## src/rtl/mips_fetch_pkg.sv

```systemverilog
// rtl/mips_fetch_pkg.sv - shared types and constants for the MIPS fetch stage
package mips_fetch_pkg;

   localparam int INSTR_W = 32;
   localparam int JIDX_W  = 26;
   localparam logic [INSTR_W-1:0] DEFAULT_RESET_PC = 32'h0000_0000;

   typedef enum logic {
      REQ  = 1'b0,
      WAIT = 1'b1
   } fetch_state_t;

endpackage

```

## src/rtl/next_pc_gen.sv

```systemverilog
// rtl/next_pc_gen.sv - branch/jump target computation and redirect select
module next_pc_gen
   import mips_fetch_pkg::*;
(
   input  logic               branch,
   input  logic               jump,
   input  logic [INSTR_W-1:0] branch_base,
   input  logic [INSTR_W-1:0] branch_imm,
   input  logic [JIDX_W-1:0]  jump_index,
   output logic               redirect,
   output logic [INSTR_W-1:0] target
);

   logic [INSTR_W-1:0] branch_target;
   logic [INSTR_W-1:0] jump_target;

   assign branch_target = branch_base + {branch_imm[29:0], 2'b00};
   assign jump_target   = {branch_base[31:28], jump_index, 2'b00};

   // Jump has priority when decode raises both in one cycle.
   assign target   = jump ? jump_target : branch_target;
   assign redirect = branch | jump;

endmodule

```

## src/rtl/instruction_fetch_unit.sv

```systemverilog
// rtl/instruction_fetch_unit.sv - PC, single-outstanding imem fetch and IF/ID buffer
module instruction_fetch_unit
   import mips_fetch_pkg::*;
#(
   parameter logic [INSTR_W-1:0] RESET_PC = DEFAULT_RESET_PC
)
(
   input  logic               Clk,
   input  logic               ResetN,
   output logic               ImemReq,
   output logic [INSTR_W-1:0] ImemAddr,
   input  logic               ImemReady,
   input  logic               ImemRspValid,
   input  logic [INSTR_W-1:0] ImemRspData,
   input  logic               Branch,
   input  logic               Jump,
   input  logic [INSTR_W-1:0] BranchBase,
   input  logic [INSTR_W-1:0] BranchImm,
   input  logic [JIDX_W-1:0]  JumpIndex,
   output logic               IfidValid,
   input  logic               IfidReady,
   output logic [INSTR_W-1:0] IfidInstr,
   output logic [INSTR_W-1:0] IfidPCplus4
);

   fetch_state_t       state, state_nxt;
   logic [INSTR_W-1:0] pc, pc_nxt;
   logic [INSTR_W-1:0] req_pc, req_pc_nxt;
   logic               kill, kill_nxt;
   logic               valid_nxt;
   logic [INSTR_W-1:0] instr_nxt, pc4_nxt;
   logic               redirect;
   logic [INSTR_W-1:0] target;
   logic               accept;

   next_pc_gen u_next_pc_gen (
      .branch      (Branch),
      .jump        (Jump),
      .branch_base (BranchBase),
      .branch_imm  (BranchImm),
      .jump_index  (JumpIndex),
      .redirect    (redirect),
      .target      (target)
   );

   // Only request into a buffer that is empty or draining this cycle.
   assign ImemReq  = ResetN && (state == REQ) && (!IfidValid || IfidReady);
   assign ImemAddr = pc;
   assign accept   = ImemReq && ImemReady;

   always_comb begin
      state_nxt  = state;
      pc_nxt     = pc;
      req_pc_nxt = req_pc;
      kill_nxt   = kill;
      valid_nxt  = IfidValid;
      instr_nxt  = IfidInstr;
      pc4_nxt    = IfidPCplus4;

      if (IfidValid && IfidReady) valid_nxt = 1'b0;

      case (state)
         REQ: begin
            if (accept) begin
               req_pc_nxt = pc;
               pc_nxt     = pc + 32'd4;
               state_nxt  = WAIT;
               kill_nxt   = redirect;
            end
         end
         WAIT: begin
            if (ImemRspValid) begin
               state_nxt = REQ;
               kill_nxt  = 1'b0;
               if (!kill && !redirect) begin
                  valid_nxt = 1'b1;
                  instr_nxt = ImemRspData;
                  pc4_nxt   = req_pc + 32'd4;
               end
            end else if (redirect) begin
               kill_nxt = 1'b1;
            end
         end
         default: state_nxt = REQ;
      endcase

      // A redirect flushes the buffer and wins over any sequential PC update.
      if (redirect) begin
         pc_nxt    = target;
         valid_nxt = 1'b0;
      end
   end

   always_ff @(posedge Clk or negedge ResetN) begin
      if (!ResetN) begin
         state       <= REQ;
         pc          <= RESET_PC;
         req_pc      <= '0;
         kill        <= 1'b0;
         IfidValid   <= 1'b0;
         IfidInstr   <= '0;
         IfidPCplus4 <= '0;
      end else begin
         state       <= state_nxt;
         pc          <= pc_nxt;
         req_pc      <= req_pc_nxt;
         kill        <= kill_nxt;
         IfidValid   <= valid_nxt;
         IfidInstr   <= instr_nxt;
         IfidPCplus4 <= pc4_nxt;
      end
   end

endmodule

```

## config.mk

```make
export PLATFORM = sky130hd
export DESIGN_NAME = instruction_fetch_unit
export DESIGN_NICKNAME = d
export VERILOG_FILES = /design/src/rtl/mips_fetch_pkg.sv /design/src/rtl/next_pc_gen.sv /design/src/rtl/instruction_fetch_unit.sv
export SDC_FILE = /design/constraint.sdc
export NUM_CORES = 1
export LEC_CHECK = 0
export BUFFER_PORTS_ARGS = -buffer_cell sky130_fd_sc_hd__buf_2
export CAP_MARGIN = 20
export CORE_MARGIN = 2
export CORE_UTILIZATION = 54
export CTS_BUF_LIST = sky130_fd_sc_hd__clkbuf_4
export DETAILED_ROUTE_END_ITERATION = 12
export PLACE_DENSITY = 0.88
export SETUP_SLACK_MARGIN = 0.05
export SLEW_MARGIN = 20
export SYNTH_ARGS = -nofsm -noshare
export SYNTH_HDL_FRONTEND = slang
export SYNTH_SLANG_ARGS = --single-unit
```

## constraint.sdc

```tcl
create_clock -name Clk -period 2.5 [get_ports Clk]
set_input_delay 0.125 -clock Clk [delete_from_list [all_inputs] [get_ports Clk]]
set_output_delay 0.125 -clock Clk [all_outputs]
set_load 0.005 [all_outputs]
```

# Word level (Yosys, flattened, before mapping)
# Cells that the tools add are included.
[word_totals]
register_bits = 131
in_bits = 129
elab_cells = 45
out_inout_bits = 98
[op_classes]
n_mux = 16
eq_ne = 3
bitwise_logic = 2
reduce_logical = 14
addsub = 3
[ops]
columns = ["operator", "n"]
rows = [
  ["$mux W32", 4],
  ["$add A32 B3 Y32 const B", 2],
  ["$add A32 B32 Y32", 1],
  ["$mux W1", 10],
  ["$reduce_and A2 Y1", 3],
  ["$logic_and A1 B1 Y1", 5],
  ["$pmux W1 S2", 2],
  ["$logic_not A1 Y1", 3],
  ["$ne A3 B2 Y1 const B", 1],
  ["$reduce_and A3 Y1", 1],
  ["$ne A2 B1 Y1 const B", 1],
  ["$ne A2 B2 Y1 const B", 1],
  ["$reduce_bool A2 Y1", 1],
  ["$logic_or A1 B1 Y1", 1],
  ["$not A1 Y1", 1],
  ["$or A1 B1 Y1", 1],
]

# Depth between registers and ports, before layout
# Gate-level depths: netlist of the first run.
[logic_depth]
depth_word = 7
mapped_depth = 11
depth_no_buf = 11

# Modules after synthesis
# A second synthesis of the first run with hierarchy kept.
[unflattened]
cells_unflattened = 931
hier_area_um2 = 7886.3
[modules_own_cells]
columns = ["mod", "seq_area_each_um2", "n_inst", "cells_each", "area_per_inst_um2"]
rows = [
  ["instruction_fetch_unit", 3278.1, 1, 656, 6049.6],
  ["next_pc_gen", 0.0, 1, 275, 1836.8],
]

# Least setup slack after synthesis of the first run
# Ideal clock, no wire load.
[synth_path]
path_type = "input to register"
from = "in BranchBase[19]"
to = "reg pc[31] (netlist: ImemAddr[31])"
path_buffers = 1
setup_time_ps = 131
required_time_ps = 2369
stages = 10
slack_ps = 81
arrival_time_ps = 2288
cell_sequence = "ha_1 > buf_6 > a21o_1 > a31o_1 > a221oi_1 > a21oi_2 > o31a_1 > mux2_4 > nor4b_1 > nor3_1"
[synth_via]
elab_chain_len = 3
[synth_lines]
columns = ["item", "line_no", "source"]
rows = [
  ["start: declaration", "instruction_fetch_unit.sv:17", "input logic [INSTR_W-1:0] BranchBase,"],
  ["$add A32 B32 Y32", "next_pc_gen.sv:17", "assign branch_target = branch_base + {branch_imm[29:0], 2'b00};"],
  ["$mux W32", "next_pc_gen.sv:21", "assign target = jump ? jump_target : branch_target;"],
  ["$mux W32", "instruction_fetch_unit.sv:88", "if (redirect) begin"],
  ["end signal: assignment", "instruction_fetch_unit.sv:105", "pc <= pc_nxt;"],
  ["end: declaration", "instruction_fetch_unit.sv:27", "logic [INSTR_W-1:0] pc, pc_nxt;"],
]
# No other way between the ends.
# A chain may end at the register's enable or synchronous reset.

# Final worst setup path of the first run
[layout_path]
from = "reg pc[17] (netlist: ImemAddr[17])"
to = "reg pc[27] (netlist: ImemAddr[27])"
[layout_via]
elab_chain_len = 4
[layout_lines]
columns = ["item", "line_no", "source"]
rows = [
  ["$add A32 B3 Y32", "instruction_fetch_unit.sv:66", "pc_nxt = pc + 32'd4;"],
  ["$mux W32", "instruction_fetch_unit.sv:64", "if (accept) begin"],
  ["$mux W32", "instruction_fetch_unit.sv:62", "case (state)"],
  ["$mux W32", "instruction_fetch_unit.sv:88", ""],
]
# No other way between the ends. The select of a mux whose other input is x is not followed.

==> metrics.yaml, run 1 <==
route:
  ant_nets: 0
  vias_per_cell: 5.52
  wl_per_cell_um: 16.1
  drt_first_pass_iters: 5
  vias: 7805
  routed_wirelength_um: 22700
  drc: 0
  drtIter0Drc: 676
synthesis:
  postSynthAreaPerCell_um2: 8.34
  yosysWarnings: 0
  synth-edff-count: 0
  ys_seq_elements: 131
  yosysTopAreaCell: "dfrtp_1"
  synthFlopType: "dfrtp_1"
  synth_seq_area_share_pct: 43.3
  synth_most_common_cell: "nand2_1"
  netlist-cell-type-count: 56
  synth_common_cells: "280 x nand2_1, 131 x dfrtp_1, 54 x a21oi_1"
  async_flop_share_pct: 100
  yosys-top-cells-area: "dfrtp_1 43%, nand2_1 14%, ha_1 5.1%"
  synthCells: 907
  syn_area_mm2: 0.00757
  synth_nets: 1068
  synth_top_area_share_pct: 43.3
cells_and_area:
  diodes: 0
  nNetsFinal: 1382
  utilization_pct: 73.6
  syn_to_final_growth_pct: 33.9
  drive_gt1_share_pct: 25.9
  fill_cells: 1021
critical_path:
  critPathBufInv: 0
  start_kind: "flop"
  end_kind: "flop"
  path_class: "flop to flop"
  crit_top_cell: "and3_1"
  arrival_ns: 2.77
  r2r_slack_ns: 0.18
  critPathRequiredTime_ns: 2.95
  crit_chain: "and3_1 -> and3_1 -> and3_1 -> nand2_1 -> nor3_1 -> nand4_1 -> nand2_1 -> a21oi_1 -> o22ai_1"
  slowest_delay_ns: 0.51
  path_max_fanout: 5
  critPathTopFamily: "simple AND/OR/NAND/NOR gates"
  crit_slowest_cell: "nor3_1"
global_routing:
  grt-ovfl-total: 0
  grt_pass1_vias: 7527
  met1_usage_pct: 37.4
  grt_pass1_wl_um: 36000
  busiest_layer: "met2"
  grt_use_met2_pct: 53.3
  grtUsageTotal_pct: 30.4
  grtUsageMet3_pct: 7.85
  grt_start_max_net_pins: 94
  antenna_found_initial: 0
timing:
  relSlewSlack_pct: 51.4
  finalHoldViolations: 0
  max_freq_mhz: 431
  rsz0062_at_grt: "no"
  fin_crit_sh_pct: 92.8
  fin_crit_ns: 2.32
  clock_skew_ns: 0.0215
  report.final.slew_viol_count: 0
  worst_hold_slack_ns: 0.0492
  tightestPinTransition_ns: 0.728
  setup_viol: 0
floorplan:
  io_pins: 227
  die_h_um: 122
  die_w_um: 122
  core_mm2: 0.0138
  start_util_pct: 55.0
  num_rows: 43
  fp.dieArea_mm2: 0.0150
status:
  outcome: "finished, final reports clean"
clocking:
  cts_made_buffers: 17
  clockBufferDepth: 2
  tritoncts: "done"
  cts-htree-levels: 4
  clock_latency_ns: 0.55
  cts_root_buffer: "clkbuf_4"
  clkSlewWorstSetupHoldPaths_ns: 0.12
  numClockSinks: 131
placed_design:
  gp_congestion: 0.950
  post-dp-hpwl_um: 15600
  portBuffers: 224
pwr:
  p_per_area_mw_per_mm2: 668
  ir_worst_vdd_uv: 337
  power_leakage_nw: 5.16
min_path:
  hold_path_class: "input pin to flop"
job:
  drv_cap: 0
## power breakdown
group          total [mW]  switching [mW]  internal [mW]  leakage, nW
Combinational        2.09            1.08           1.02         3.33
Sequential           3.13           0.453           2.68         1.67
Clock                1.54           0.821          0.718        0.156
Total                6.77            2.35           4.42         5.16
## cell usage in the layout, fill, tap and decap left out, drive strengths merged, types with 6 or more instances in the layout
| master | Yosys | routed |
|---|---|---|
| nand2 | 280 | 280 |
| buf | 3 | 269 |
| dfrtp | 131 | 131 |
| dlygate4sd3 | 0 | 67 |
| o21ai | 60 | 60 |
| a21oi | 55 | 55 |
| nor2 | 45 | 45 |
| xor2 | 37 | 37 |
| ha | 31 | 31 |
| xnor2 | 28 | 28 |
| nand3 | 27 | 27 |
| clkbuf | 38 | 18 |
| nand4 | 16 | 16 |
| inv | 11 | 16 |
| and3 | 14 | 14 |
| a21o | 13 | 13 |
| o22ai | 11 | 11 |
| a211oi | 10 | 10 |
| nor3 | 8 | 8 |
| o21a | 8 | 8 |
| and4 | 8 | 8 |
| a31oi | 6 | 6 |
## logic make-up after synthesis
kind of cell	share of synthesized area [%]
compound gates	16.2
xor+xnor	7.52
fa+ha+maj	5.39
buf+inv	2.73
flops	43.3
mux	1.02
simple gates	23.8
## stage by stage
step | setup TNS [ns] | total power [mW] | std cells | instance area, µm² | setup WS [ns]
2_1_floorplan | 0 | 4.13 | 907 | 7570 | 0.0806
3_3_place_gp | -0.112 | 5.05 | 1315 | 9110 | -0.112
3_5_place_dp | -0.129 | 5.14 | 1315 | 9110 | -0.119
4_1_cts | 0 | 6.75 | 1414 | 10100 | 0.0792
5_1_grt | 0 | 7.24 | 1414 | 10100 | 0.0499
6_report | 0 | 6.77 | 1414 | 10100 | 0.181
## sequential cells by signal, summed over array words and instances (netlist names)
name	cells
IfidValid	1
state	1
IfidInstr	32
ImemAddr	32
IfidPCplus4	32
req_pc	32
kill	1
## worst paths after layout
kind / startpoint / endpoint / cells past startpoint
worst max-delay path: ImemAddr[17] / ImemAddr[27] / 9
worst min-delay path: JumpIndex[4] / ImemAddr[6] / 4
worst max register to register: ImemAddr[17] / ImemAddr[27] / 9
worst min register to register: IfidPCplus4[16] / IfidPCplus4[16] / 2
max in group asynchronous: ResetN / IfidPCplus4[20] / 4
min in group asynchronous: ResetN / IfidPCplus4[23] / 3
## worst register-to-register path, cell delays in order (launching register included)
cell and delay, ns:
dfrtp_1 0.45, and3_1 0.22, and3_1 0.25, and3_1 0.21, nand2_1 0.12, nor3_1 0.51, nand4_1 0.15, nand2_1 0.09
a21oi_1 0.06, o22ai_1 0.19
## final cells by class
| class | count | area, µm² | share of cell area (%) |
|---|---|---|---|
| multi-input cells | 723 | 4120 | 40.7 |
| clock buffers | 18 | 135 | 1.33 |
| inverters | 12 | 45.0 | 0.444 |
| repair buffers | 336 | 2150 | 21.2 |
| flip-flops and latches | 131 | 3280 | 32.4 |
| well taps | 180 | 225 | 2.22 |
| clock inverters | 14 | 178 | 1.75 |
## repair_timing
item,in CTS,in global routing
hold endpoints to repair,146,0
buffers inserted,0,0
hold buffers,67,0
endpoints found under the setup margin,0,10
resized for setup,0,10
## routing by layer
layer  part of all wire, %  vias to the layer above  wire, µm
li1                      -                     3786         -
met1                    41                     3583      9390
met2                    48                      394     10800
met3                   9.1                       42      2070
met4                   1.9                        0       425
met5                     0                        -         0
No activity file was read; power rests on OpenSTA's default activity.
==> run 2: changes to the inputs <==
Settings changed: CORE_ASPECT_RATIO set to 1.4.
==> run 2 against run 1 <==
  * Global-route usage fell by 0.48 points
  * Register-to-register slack about the same
  * Critical path depth stayed put
  * First-iteration DRC count shrank 14%
  * Flip-flop and latch count stayed put
  * Design area up 0.11%
  * Non-clock buffer count rose by 3
  * Total power decreased by 0.54%
  * Largest cell class unchanged
==> metrics.yaml, run 2 (synthesis results as in run 1) <==
critical_path:
  crit_slowest_cell: "dlygate4sd3_1"  # was nor3_1
  slowest_delay_ns: 0.60  # was 0.51 ns
  critPathRequiredTime_ns: 2.91  # was 2.95 ns
  crit_chain: "inv_1 -> and3_4 -> and2_4 -> buf_12 -> xnor2_1 -> nor2_1 -> a21oi_1 -> o21ai_0 -> dlygate4sd3_1"  # was and3_1 -> and3_1 -> and3_1 -> nand2_1 -> nor3_1 -> nand4_1 -> nand2_1 -> a21oi_1 -> o22ai_1
  end_kind: "flop"  # unchanged
  path_max_fanout: 34  # was 5
  arrival_ns: 2.72  # was 2.77 ns
  start_kind: "flop"  # unchanged
  path_class: "flop to flop"  # unchanged
pwr:
  intPower_mw: 4.49  # was 4.42 mW
  power_leakage_nw: 5.17  # was 5.16 nW
  power_frac_comb_pct: 31.0  # was 30.9%
  p_seq_share_pct: 46.4  # was 46.3%
  netSwitchingFraction_pct: 33.3  # was 34.7%
  p_per_area_mw_per_mm2: 663  # was 668 mW/mm²
  p_clk_share_pct: 22.6  # was 22.8%
  total_power_mw: 6.73  # was 6.77 mW
  switchingPower_mw: 2.24  # was 2.35 mW
  ir_worst_vdd_uv: 323  # was 337 µV
cells_and_area:
  drive_gt1_share_pct: 25.5  # was 25.9%
  final_common_cell: "nand2_1"  # unchanged
  utilization_pct: 73.6  # about the same
  register_area_mm2: 0.00328  # about the same
  syn_to_final_growth_pct: 34.1  # was 33.9%
  nNetsFinal: 1385  # was 1382
  fill_cells: 1032  # was 1021
  most-common-layout-cells: "280 x nand2_1, 224 x buf_2, 130 x dfrtp_1"  # was 280 x nand2_1, 223 x buf_2, 129 x dfrtp_1
  multi_input_area_mm2: 0.00411  # was 0.00412 mm²
floorplan:
  die_w_um: 104  # was 122 µm
  die_h_um: 144  # was 122 µm
  num_rows: 51  # was 43
  core_mm2: 0.0138  # about the same
  io_pins: 227  # unchanged
  fp.dieArea_mm2: 0.0150  # about the same
  start_util_pct: 54.9  # was 55.0%
timing:
  tightestPinTransition_ns: 1.06  # was 0.728 ns
  finalHoldViolations: 0  # unchanged
  setup_tns_ns: 0  # unchanged
  max_freq_mhz: 432  # was 431 MHz
  fin_crit_ns: 2.31  # was 2.32 ns
  relSlewSlack_pct: 29.1  # was 51.4%
  report.final.slew_viol_count: 0  # unchanged
  rsz0062_at_grt: "no"  # unchanged
  fin_crit_sh_pct: 92.6  # was 92.8%
  setup_viol: 0  # unchanged
  clock_skew_ns: 0.0286  # was 0.0215 ns
route:
  vias_per_cell: 5.56  # was 5.52
  drtIter0Drc: 582  # was 676
  ant_nets: 0  # unchanged
  drt_first_pass_iters: 6  # was 5
  drc: 0  # unchanged
  routed_wirelength_um: 22600  # was 22700 µm
  wl_per_cell_um: 15.9  # was 16.1 µm
  vias: 7908  # was 7805
job:
  drv_cap: 0  # unchanged
global_routing:
  grt_start_max_net_pins: 94  # unchanged
  grt_pass1_wl_um: 36300  # was 36000 µm
  grtUsageTotal_pct: 29.9  # was 30.4%
  antenna_found_initial: 1  # was 0
  grt-ovfl-total: 0  # unchanged
  grt_pass1_vias: 7919  # was 7527
clocking:
  cts_root_buffer: "clkbuf_4"  # unchanged
  clkSlewWorstSetupHoldPaths_ns: 0.11  # was 0.12 ns
  numClockSinks: 131  # unchanged
  cts-htree-levels: 4  # unchanged
  cts_made_buffers: 17  # unchanged
  tritoncts: "done"  # unchanged
  post_cts_buffers: 0  # unchanged
  clockBufferDepth: 2  # unchanged
  clock_latency_ns: 0.53  # was 0.55 ns
status:
  outcome: "finished, final reports clean"  # unchanged
placed_design:
  post-dp-hpwl_um: 15300  # was 15600 µm
  portBuffers: 224  # unchanged
  gp_congestion: 0.895  # was 0.950
min_path:
  hold_path_class: "input pin to flop"  # unchanged
run 2: worst paths after layout:
kind | startpoint | to | slack [ns] | cells after the start
max in group asynchronous | ResetN | state | 1.48 | 3
hold / removal | ImemReady | req_pc[24] | 0.03 | 4
hold reg to reg | req_pc[0] | IfidPCplus4[0] | 0.47 | 2
min in group asynchronous | ResetN | IfidInstr[22] | 0.25 | 3
setup / recovery | state | ImemAddr[2] | 0.19 | 9
setup reg to reg | state | ImemAddr[2] | 0.19 | 9
run 2: power groups by stage:
stage / registers [mW] / clock network, mW / logic (mW)
finish: 3.12 / 1.52 / 2.08
global route: 3.21 / 1.64 / 2.32
floorplan: 3.14 / 0 / 0.999
detailed placement: 3.15 / 0 / 1.96
global placement: 3.12 / 0 / 1.90
CTS: 3.11 / 1.56 / 2.06
run 2: through the flow:
stage / cell area [µm²] / setup slack (ns) / hold slack, ns / cells
final: 10100 / 0.186 / 0.0315 / 1423
after global routing: 10100 / 0.0597 / 0.0125 / 1422
after CTS: 10100 / 0.0779 / 0.00958 / 1421
after detailed placement: 9140 / -0.226 / 0.0120 / 1321
after global placement: 9140 / -0.110 / 0.00764 / 1321
after floorplan: 7570 / 0.0806 / -0.171 / 907
run 2: layout make-up:
type | count | area share (%)
repair buffers | 339 | 21.4
clock inverters | 13 | 1.64
flip-flops and latches | 131 | 32.3
multi-input cells | 723 | 40.5
well taps | 185 | 2.28
diodes | 2 | 0.0493
clock buffers | 18 | 1.33
inverters | 12 | 0.444
run 2: routing by layer:
layer	GRT usage, %	part of all wire (%)	vias to the layer above
li1	-	-	3781
met1	32.8	38	3651
met2	55.2	51	397
met3	6.26	6.8	79
met4	14.6	3.7	0
met5	0	0	-
run 2: critical path: cells and delay by family (launching register included):
kind / cells / cell delay, ns
AND/OR/NAND/NOR: 3 / 0.46
AO/OA/AOI/OAI: 2 / 0.23
buffers and inverters: 3 / 0.89
XOR/XNOR: 1 / 0.14
flip-flops: 1 / 0.47
run 2: repair_timing:
action                                  CTS  global route
endpoints found under the setup margin    0             7
hold endpoints to repair                127             0
hold buffers                             69             0
gates resized for setup                   0             7
